===== config.mk =====
export PLATFORM = sky130hd
export DESIGN_NAME = instr_encoder_flat
export DESIGN_NICKNAME = d
export VERILOG_FILES = /design/src/rtl/instr_encoder_pkg.sv /design/src/rtl/instr_encoder_if.sv /design/src/rtl/instr_field_packer.sv /design/src/rtl/instr_encoder.sv /design/src/flat_wrapper.sv
export SDC_FILE = /design/constraint.sdc
export NUM_CORES = 1
export LEC_CHECK = 0
export CORE_UTILIZATION = 39
export DETAILED_ROUTE_END_ITERATION = 7
export GPL_ROUTABILITY_DRIVEN = 0
export PLACE_DENSITY = 0.76
export SYNTH_ARGS = -nofsm -noshare
export SYNTH_HDL_FRONTEND = slang
export SYNTH_SLANG_ARGS = --single-unit

===== constraint.sdc =====
create_clock -name clk -period 1.75 [get_ports clk]
set_input_delay 0.35 -clock clk [delete_from_list [all_inputs] [get_ports clk]]
set_output_delay 0.35 -clock clk [all_outputs]
set_load 0.1 [all_outputs]

===== src/rtl/instr_encoder_pkg.sv =====
// rtl/instr_encoder_pkg.sv - shared opcodes, class codes, NOP word and FSM state type
package instr_encoder_pkg;

    localparam logic [6:0] OPC_R      = 7'b0110011;
    localparam logic [6:0] OPC_I      = 7'b0010011;
    localparam logic [6:0] OPC_LOAD   = 7'b0000011;
    localparam logic [6:0] OPC_STORE  = 7'b0100011;
    localparam logic [6:0] OPC_BRANCH = 7'b1100011;

    localparam logic [2:0] CLS_R      = 3'd0;
    localparam logic [2:0] CLS_I      = 3'd1;
    localparam logic [2:0] CLS_LW     = 3'd2;
    localparam logic [2:0] CLS_SW     = 3'd3;
    localparam logic [2:0] CLS_BRANCH = 3'd4;

    localparam logic [2:0] F3_WORD    = 3'b010;

    // addi x0,x0,0
    localparam logic [31:0] NOP_WORD  = 32'h0000_0013;

    typedef enum logic [1:0] {
        ST_IDLE  = 2'd0,
        ST_WRITE = 2'd1,
        ST_FULL  = 2'd2
    } enc_state_e;

endpackage


===== src/rtl/instr_encoder_if.sv =====
// rtl/instr_encoder_if.sv - request handshake and instruction-memory write bus
interface instr_encoder_if #(
    parameter int ADDR_W = 8
) ();
    logic              req_valid;
    logic              req_ready;
    logic [2:0]        req_class;
    logic [2:0]        req_funct3;
    logic              req_funct7b5;
    logic [4:0]        req_rd;
    logic [4:0]        req_rs1;
    logic [4:0]        req_rs2;
    logic [11:0]       req_imm;
    logic              imem_we;
    logic [ADDR_W-1:0] imem_addr;
    logic [31:0]       imem_wdata;
    logic              imem_ready;

    modport slave (
        input  req_valid, req_class, req_funct3, req_funct7b5,
        input  req_rd, req_rs1, req_rs2, req_imm, imem_ready,
        output req_ready, imem_we, imem_addr, imem_wdata
    );

    modport master (
        output req_valid, req_class, req_funct3, req_funct7b5,
        output req_rd, req_rs1, req_rs2, req_imm, imem_ready,
        input  req_ready, imem_we, imem_addr, imem_wdata
    );
endinterface


===== src/rtl/instr_field_packer.sv =====
// rtl/instr_field_packer.sv - combinational class+fields to RV32 word, plus legal flag
module instr_field_packer
    import instr_encoder_pkg::*;
(
    input  logic [2:0]  cls_i,
    input  logic [2:0]  funct3_i,
    input  logic        funct7b5_i,
    input  logic [4:0]  rd_i,
    input  logic [4:0]  rs1_i,
    input  logic [4:0]  rs2_i,
    input  logic [11:0] imm_i,
    output logic [31:0] word_o,
    output logic        legal_o
);

    always_comb begin
        word_o  = 32'h0;
        legal_o = 1'b1;
        case (cls_i)
            CLS_R:      word_o = {1'b0, funct7b5_i, 5'b00000, rs2_i, rs1_i, funct3_i, rd_i, OPC_R};
            CLS_I:      word_o = {imm_i, rs1_i, funct3_i, rd_i, OPC_I};
            CLS_LW:     word_o = {imm_i, rs1_i, F3_WORD, rd_i, OPC_LOAD};
            CLS_SW:     word_o = {imm_i[11:5], rs2_i, rs1_i, F3_WORD, imm_i[4:0], OPC_STORE};
            // imm_i holds byte-offset bits [12:1], so index n here is offset bit n+1
            CLS_BRANCH: word_o = {imm_i[11], imm_i[9:4], rs2_i, rs1_i, funct3_i,
                                  imm_i[3:0], imm_i[10], OPC_BRANCH};
            default:    legal_o = 1'b0;
        endcase
    end

endmodule


===== src/rtl/instr_encoder.sv =====
// rtl/instr_encoder.sv - encode requests and stream words into instruction memory (INSTR_ENCODER_NOP_FILL_EN: NOP for illegal class)
module instr_encoder
    import instr_encoder_pkg::*;
#(
    parameter int ADDR_W = 8
) (
    input  logic            clk,
    input  logic            rst,
    input  logic            clear,
    instr_encoder_if.slave  bus,
    output logic            full,
    output logic            err
);

    enc_state_e        state_q, state_d;
    logic [ADDR_W-1:0] addr_q, addr_d;
    logic [31:0]       wdata_q, wdata_d;
    logic              full_q, full_d;
    logic              err_q, err_d;

    logic [31:0]       packed_word;
    logic              packed_legal;

    instr_field_packer u_packer (
        .cls_i      (bus.req_class),
        .funct3_i   (bus.req_funct3),
        .funct7b5_i (bus.req_funct7b5),
        .rd_i       (bus.req_rd),
        .rs1_i      (bus.req_rs1),
        .rs2_i      (bus.req_rs2),
        .imm_i      (bus.req_imm),
        .word_o     (packed_word),
        .legal_o    (packed_legal)
    );

    always_ff @(posedge clk or posedge rst) begin
        if (rst) begin
            state_q <= ST_IDLE;
            addr_q  <= '0;
            wdata_q <= '0;
            full_q  <= 1'b0;
            err_q   <= 1'b0;
        end else begin
            state_q <= state_d;
            addr_q  <= addr_d;
            wdata_q <= wdata_d;
            full_q  <= full_d;
            err_q   <= err_d;
        end
    end

    always_comb begin
        state_d = state_q;
        addr_d  = addr_q;
        wdata_d = wdata_q;
        full_d  = full_q;
        err_d   = err_q;
        case (state_q)
            ST_IDLE: begin
                if (bus.req_valid) begin
                    if (!packed_legal) err_d = 1'b1;
`ifdef INSTR_ENCODER_NOP_FILL_EN
                    wdata_d = packed_legal ? packed_word : NOP_WORD;
                    state_d = ST_WRITE;
`else
                    if (packed_legal) begin
                        wdata_d = packed_word;
                        state_d = ST_WRITE;
                    end
`endif
                end
            end
            ST_WRITE: begin
                if (bus.imem_ready) begin
                    // The last slot is kept rather than wrapped so earlier code is never overwritten
                    if (addr_q == {ADDR_W{1'b1}}) begin
                        full_d  = 1'b1;
                        state_d = ST_FULL;
                    end else begin
                        addr_d  = addr_q + ADDR_W'(1);
                        state_d = ST_IDLE;
                    end
                end
            end
            ST_FULL:  state_d = ST_FULL;
            default:  state_d = ST_IDLE;
        endcase
        if (clear) begin
            state_d = ST_IDLE;
            addr_d  = '0;
            full_d  = 1'b0;
            err_d   = 1'b0;
        end
    end

    assign bus.req_ready  = (state_q == ST_IDLE);
    assign bus.imem_we    = (state_q == ST_WRITE);
    assign bus.imem_addr  = addr_q;
    assign bus.imem_wdata = wdata_q;
    assign full           = full_q;
    assign err            = err_q;

endmodule


===== src/flat_wrapper.sv =====
// flat-port wrapper written by rule: the top's interface ports become plain ports
module instr_encoder_flat import instr_encoder_pkg::*;
#(
    parameter int ADDR_W = 8
)
  (clk, rst, clear, full, err, bus_req_valid, bus_req_class, bus_req_funct3, bus_req_funct7b5, bus_req_rd, bus_req_rs1, bus_req_rs2, bus_req_imm, bus_imem_ready, bus_req_ready, bus_imem_we, bus_imem_addr, bus_imem_wdata);
  instr_encoder_if #(.ADDR_W(ADDR_W)) bus_i ();
  input  logic clk;
  input  logic rst;
  input  logic clear;
  output logic full;
  output logic err;
  input wire logic [$bits(bus_i.req_valid)-1:0] bus_req_valid;
  input wire logic [$bits(bus_i.req_class)-1:0] bus_req_class;
  input wire logic [$bits(bus_i.req_funct3)-1:0] bus_req_funct3;
  input wire logic [$bits(bus_i.req_funct7b5)-1:0] bus_req_funct7b5;
  input wire logic [$bits(bus_i.req_rd)-1:0] bus_req_rd;
  input wire logic [$bits(bus_i.req_rs1)-1:0] bus_req_rs1;
  input wire logic [$bits(bus_i.req_rs2)-1:0] bus_req_rs2;
  input wire logic [$bits(bus_i.req_imm)-1:0] bus_req_imm;
  input wire logic [$bits(bus_i.imem_ready)-1:0] bus_imem_ready;
  output wire logic [$bits(bus_i.req_ready)-1:0] bus_req_ready;
  output wire logic [$bits(bus_i.imem_we)-1:0] bus_imem_we;
  output wire logic [$bits(bus_i.imem_addr)-1:0] bus_imem_addr;
  output wire logic [$bits(bus_i.imem_wdata)-1:0] bus_imem_wdata;
  assign bus_i.req_valid = bus_req_valid;
  assign bus_i.req_class = bus_req_class;
  assign bus_i.req_funct3 = bus_req_funct3;
  assign bus_i.req_funct7b5 = bus_req_funct7b5;
  assign bus_i.req_rd = bus_req_rd;
  assign bus_i.req_rs1 = bus_req_rs1;
  assign bus_i.req_rs2 = bus_req_rs2;
  assign bus_i.req_imm = bus_req_imm;
  assign bus_i.imem_ready = bus_imem_ready;
  assign bus_req_ready = bus_i.req_ready;
  assign bus_imem_we = bus_i.imem_we;
  assign bus_imem_addr = bus_i.imem_addr;
  assign bus_imem_wdata = bus_i.imem_wdata;
  instr_encoder #(.ADDR_W(ADDR_W)) u_core (.clk(clk), .rst(rst), .clear(clear), .bus(bus_i), .full(full), .err(err));
endmodule

Word-level counts from Yosys, hierarchy flattened
Cells that the tools add are included.
- bits in registers: 44
- output and inout bits: 44
- word-level logic and storage cells: 51
- $add $sub $neg: 1
- equal/unequal tests: 12
- mux-type cells: 20
- reduce and logical (&&, ||, !) cells: 13
- operators with widths (kind ; count):
    32-bit one-hot mux with 5 select lines ; 1
    8-bit 2-to-1 mux ; 4
    3-bit AND reduction ; 5
    2-bit 2-to-1 mux ; 5
    2-bit nonzero test ; 5
    1-bit 2-to-1 mux ; 9
    8-bit by 1-bit adder with 8-bit output, second input constant ; 1
    8-bit equality test, second input constant ; 1
    3-bit by 2-bit equality test with 1-bit output, second input constant ; 2
    3-bit inequality test, second input constant ; 2
    2-bit one-hot mux with 3 select lines ; 1
    5-bit OR reduction ; 1
    2-bit inequality test, second input constant ; 2
    3-bit by 1-bit equality test with 1-bit output, second input constant ; 1
    3-bit equality test, second input constant ; 1
    3-bit zero test ; 1
    3-bit by 2-bit inequality test with 1-bit output, second input constant ; 1
    2-bit by 1-bit equality test with 1-bit output, second input constant ; 1
    2-bit equality test, second input constant ; 1
    2-bit zero test ; 1

Longest topological paths before layout
Gate-level depths: netlist of the first run.
- word-level depth: 7
- gate-level depth with buffers: 5
- depth with buffers taken out: 4

Hierarchy
From an unflattened synthesis of the first run, not the netlist that was laid out.
- cell total of the unflattened synthesis: 236
- area total of the unflattened synthesis: 2577.5 µm²
- by module, submodules not included (module ; instances ; cells each ; area each (µm²) ; seq. area each (µm²)):
    instr_encoder ; 1 ; 136 ; 1885.6 ; 1101.1
    instr_field_packer ; 1 ; 100 ; 691.9 ; 0.0

Worst setup path before layout of the first run
No wires, ideal clock.
- path kind: register to register
- from: reg u_core.addr_q[0], in the netlist u_core.bus.imem_addr[0]
- to: reg u_core.addr_q[5], in the netlist u_core.bus.imem_addr[5]
- arrival time: 2.180 ns
- required time: 1.622 ns
- path slack: -0.558 ns
- stages on the path, launching flop included: 6
- buffers on the path: 1
- cell sequence: dfrtp_1 ha_1 and4_1 buf_2 nor4_1 mux2_1
- longest elaborated chain between the ends: 5
- RTL lines (item ; RTL line ; source):
    start: declaration ; instr_encoder.sv:16 ; logic [ADDR_W-1:0] addr_q, addr_d;
    start signal: assignment ; instr_encoder.sv:45 ; addr_q <= addr_d;
    8-bit by 1-bit adder with 8-bit output ; instr_encoder.sv:80 ; addr_d = addr_q + ADDR_W'(1);
    8-bit 2-to-1 mux ; instr_encoder.sv:76 ; if (addr_q == {ADDR_W{1'b1}}) begin
    8-bit 2-to-1 mux ; instr_encoder.sv:74 ; if (bus.imem_ready) begin
    8-bit 2-to-1 mux ; instr_encoder.sv:58 ; case (state_q)
    8-bit 2-to-1 mux ; instr_encoder.sv:88 ; if (clear) begin
Several ways; a longest one is shown, not always the timed one. The select of a mux whose other input is x is not followed.
A chain may end at the register's enable or synchronous reset.

Worst setup path in the final report of the first run
- from: reg u_core.state_q[1]
- to: reg u_core.wdata_q[23], in the netlist u_core.bus.imem_wdata[23]
- longest elaborated chain between the ends: 2
- RTL lines (item ; RTL line ; source):
    start: declaration ; instr_encoder.sv:15 ; enc_state_e state_q, state_d;
    start signal: assignment ; instr_encoder.sv:44 ; state_q <= state_d;
    2-bit zero test ; instr_encoder.sv:58 ;
    3-bit AND reduction (no line) ; -- ;
    end signal: assignment ; instr_encoder.sv:46 ; wdata_q <= wdata_d;
    end: declaration ; instr_encoder.sv:17 ; logic [31:0] wdata_q, wdata_d;
Every way passes these cells.

==> results of run 1 <==
worst min-delay path, delay by kind of cell:
family   cells  cell delay (ps)
buf+inv      3              770
routing by layer:
metal,vias to the layer above,GRT usage,wire length (um)
li1,966,-,-
met1,994,0.276,2500
met2,72,0.385,3140
met3,10,0.0494,314
met4,0,0.0750,97
met5,-,0,0
cells by family after synthesis:
logic type / count (synthesis)
flip-flops: 41
AO/OA/AOI/OAI: 73
XOR/XNOR: 1
adder cells (fa/ha/maj): 1
buffers and inverters: 22
multiplexers: 12
AND/OR/NAND/NOR: 52
other: 1
cells in the final DEF (no fill, tap or decap), drive strengths merged, types with 2 or more instances in the layout:
master         count
nor3               2
nor4               3
nand3b             2
buf               70
o21ai              8
a211oi             3
a21boi             5
nor2              14
nor2b              6
o22a               2
a32oi             10
conb               2
a221o              5
nand3              3
a311oi             2
a31oi              7
a21oi             15
clkbuf             7
a41oi              2
inv                6
nand2             10
nand2b             3
clkdlybuf4s50     38
dfrtp             41
or3b               2
o22ai              5
mux2               9
mux2i              3
a22o               7
worst min-delay path by stage:
stage / startpoint / endpoint / slack [ps] / depth (start not counted)
after floorplan: bus_req_rs1[0] / u_core.bus.imem_wdata[15]$_DFFE_PP0P_ / 480 / 1
after detailed placement: u_core.full$_DFFE_PP0P_ / u_core.full$_DFFE_PP0P_ / 550 / 2
after global routing: rst / u_core.bus.imem_wdata[19]$_DFFE_PP0P_ / 480 / 3
after CTS: rst / u_core.bus.imem_wdata[19]$_DFFE_PP0P_ / 460 / 3
after global placement: u_core.bus.imem_wdata[5]$_DFFE_PP0P_ / u_core.bus.imem_wdata[5]$_DFFE_PP0P_ / 530 / 1
final: rst / u_core.bus.imem_wdata[19]$_DFFE_PP0P_ / 450 / 3
through the flow:
step	hold slack, ps	total power, mW	cells	worst slack [ps]
after floorplan	482	2.34	204	-170
after global placement	529	3.14	366	-150
after detailed placement	553	3.16	366	-204
after CTS	462	3.95	374	16.7
after global routing	484	4.06	374	9.01
final	449	3.92	374	83.4
power groups by stage:
stage	sequential (mW)	combinational, mW	clock [mW]
final	1.21	1.93	0.778
after global routing	1.23	1.99	0.838
after floorplan	2.04	0.305	0
after detailed placement	1.23	1.94	0
after CTS	1.21	1.94	0.800
after global placement	1.23	1.91	0
registers in the layout, indices dropped and copies added, names as in the netlist:
signal,cells
u_core.full,1
u_core.state_q,2
u_core.bus.imem_wdata,29
u_core.bus.imem_addr,8
u_core.err,1
final cells by class:
cell class              count  area share
inverters                   6     0.00598
clock buffers               7      0.0229
repair buffers            108       0.387
multi-input cells         141       0.277
clock inverters             1     0.00797
well taps                  70      0.0232
flip-flops and latches     41       0.276
what timing repair did:
action,in CTS,in global routing
setup endpoints to repair,1,1
gates resized for setup,1,0
pin swaps,0,1
hold endpoints to repair,0,0
==> flow_results.org, run 1 <==
** Clock network
- CTS saw 41 sinks.
- Clock-pin slew of the registers on the worst-case setup and hold paths :: 80 ps
- Worst skew pair latency :: 290 ps
- Post-CTS Setup Repair Bufs :: 0
- Clock root buffer :: sky130_fd_sc_hd__clkbuf_8
- For this design, the CTS-stage hold fixing added 0 buffers.
- CTS tree :: done
- In this run the deepest clock path goes through 2 buffers.
- In this run the number of H-tree levels came out at 2.
- In this run, CTS created clock tree buffers numbering 5.

** Setup path
- In this run the critical register-to-register path is captured at u_core.bus.imem_wdata[23]$_DFFE_PP0P_.
- Data arrives at the worst endpoint at 1890 ps.
- Setup slack on the worst reg-to-reg path comes out at 80 ps.
- Source of the worst register-to-register timing path :: u_core.state_q[1]$_DFFE_PP0P_
- The largest single stage delay on the critical path is 570 ps.
- In this run the worst setup path begins at u_core.state_q[1]$_DFFE_PP0P_.
- For this design, the slowest cell found on the critical path is sky130_fd_sc_hd__or3b_1.
- Critical-path cell list :: or3b_1 -> a21oi_2 -> a221o_1
- Path type of the worst setup path :: flop to flop
- Number of cells traversed by the worst register-to-register path :: 3
- CP Depth :: 3
- Startpoint type of the worst setup path :: flop
- Required @ worst endpoint :: 1970 ps
- Of all nets on the critical path, the largest fanout is 8.
- Worst Setup End Kind :: flop
- Buffer and inverter count on the worst path :: 0
- The most critical setup path has its endpoint at u_core.bus.imem_wdata[23]$_DFFE_PP0P_.
- Broken down by cell family, the worst path's largest delay share belongs to simple AND/OR/NAND/NOR gates.

** Yosys
- Gate count after technology mapping :: 203
- Of the post-synthesis cell area, the dominant cell type holds 0.482.
- Count of cell types in the netlist :: 49
- After synthesis, the largest family of logic cells by area is compound AO/OA/AOI/OAI gates.
- In the synthesized netlist the dominant register cell turns out to be sky130_fd_sc_hd__dfrtp_1.
- Number of flops mapped to enable cells by yosys :: 0
- The complex-gate fraction of the synthesized area came to 0.255.
- Counting flops with an async set or reset pin after synthesis yields a share of 1.00.
- Sequential area share after synthesis :: 0.482
- Warning count from the yosys run :: 0
- Synth top cells by count :: sky130_fd_sc_hd__dfrtp_1 (41), sky130_fd_sc_hd__nor2_1 (14), sky130_fd_sc_hd__a21oi_1 (12)
- Of all cell types, the one taking the most synthesized area is sky130_fd_sc_hd__dfrtp_1.
- Library cell with the highest instance count after synthesis :: sky130_fd_sc_hd__dfrtp_1
- Each instance of the synthesized netlist takes up on average 10.5 um2.
- In the post-synthesis netlist, the biggest area contributors are sky130_fd_sc_hd__dfrtp_1 (48%), sky130_fd_sc_hd__a32oi_1 (4.1%), sky130_fd_sc_hd__a22o_1 (2.9%).
- Of the total synthesized cell area, the portion taken by full adders, half adders and majority gates is 0.00587.
- Synthesized flop and latch total :: 41
- Of the total synthesized cell area, the portion taken by XOR and XNOR cells is 0.00411.
- Share of synthesized cell area in and, or, nand and nor gates :: 0.137
- Post-synthesis instance area :: 0.00213 mm2
- Mux contribution to synthesized area :: 0.0617

** Route
- Total number of vias :: 2042
- Average wire per cell in the routed design :: 16.2 um
- In this run the remaining antenna-violating nets after routing total 0.
- For this block, the routed nets add up to 6.06 mm of wire.
- For this run, design rule violations remaining after detail routing come to 0.
- Vias per inst :: 5.46
- First-pass iteration count of the detailed router :: 4
- Iteration-0 DRC Markers :: 104

** Layout
- 0 antenna diodes ended up in the layout.
- Final Net Count :: 343
- Post-route core utilization :: 0.728
- Non-Filler Cell Area, Final :: 0.00377 mm2
- In the final layout, the share of cells above drive strength 1 is 0.349.
- Summing all flip-flop and latch instances after layout gives 0.00104 mm2.
- The layout has 340 filler cells.
- Area grow syn2layout :: 76.8%
- Summing all multi-input logic gate instances after layout gives 0.00104 mm2.

** Global routing
- First-pass GRT wire length :: 10.1 mm
- The via count of the first global-routing pass was 2081.
- Pin count of the biggest net entering global routing :: 42
- Global routing finished with a remaining overflow of 0.
- Number of antenna violations at the first check in global routing :: 0
- Overall global routing resource usage :: 0.223

** Floorplan
- Starting density of the core :: 0.412
- After floorplanning, the core was sized to cover 0.00517 mm2.
- Number of placed I/O pins :: 83
- The die covers 0.00576 mm2.
- Die width :: 75.9 um
- Site row count :: 26
- The floorplan step set the die height to 75.9 um.

** Timing
- Final number of hold-violating endpoints :: 0
- Highest clock frequency the design can meet :: 0.600 GHz
- Period minus WS final :: 1670 ps
- Final setup vio count :: 0
- Crit share post-route :: 0.952
- Adding up every negative setup slack in the final design gives 0 ps.
- Setup repair after global routing missed its margin :: no
- Max Transition Viols Final :: 0
- On the final layout, the worst clock skew is 5.20 ps.

** Place
- Post-detailed-placement cell area :: 0.00364 mm2
- HPWL after detailed placement :: 4.64 mm
- Buffers placed on the I/O ports in this run total 80.

** Pwr
- Summed over all cells, the static leakage comes to 1.57 nW.
- For this design the ratio of total power to cell area is 1040 mW/mm2.
- Of the total power, the share spent switching nets is 0.425.
- Of the total power, the clock network draws 0.198.
- Internal Pwr Total :: 2.26 mW
- Switching component of the power :: 1.67 mW
- Peak ir drop on the vdd network :: 562 uV
- The share of total power dissipated in sequential elements is 0.310.
- The share of total power dissipated in combinational logic is 0.492.

** Run status
- The run finished with clean final reports.

** Min path
- Hold Path Class :: input pin to async pin

** Run
- Max-cap violations in this run came to 0.
Note: power is estimated with default switching activity, not from simulation.
==> run 2, diff against run 1 <==
--- a/config.mk
+++ b/config.mk
@@ -5,6 +5,7 @@
 export SDC_FILE = /design/constraint.sdc
 export NUM_CORES = 1
 export LEC_CHECK = 0
+export ABC_AREA = 0
 export CORE_UTILIZATION = 39
 export DETAILED_ROUTE_END_ITERATION = 7
 export GPL_ROUTABILITY_DRIVEN = 0
==> results of run 2 <==
The final DEF is identical to that of run 1; final timing and power are the same.
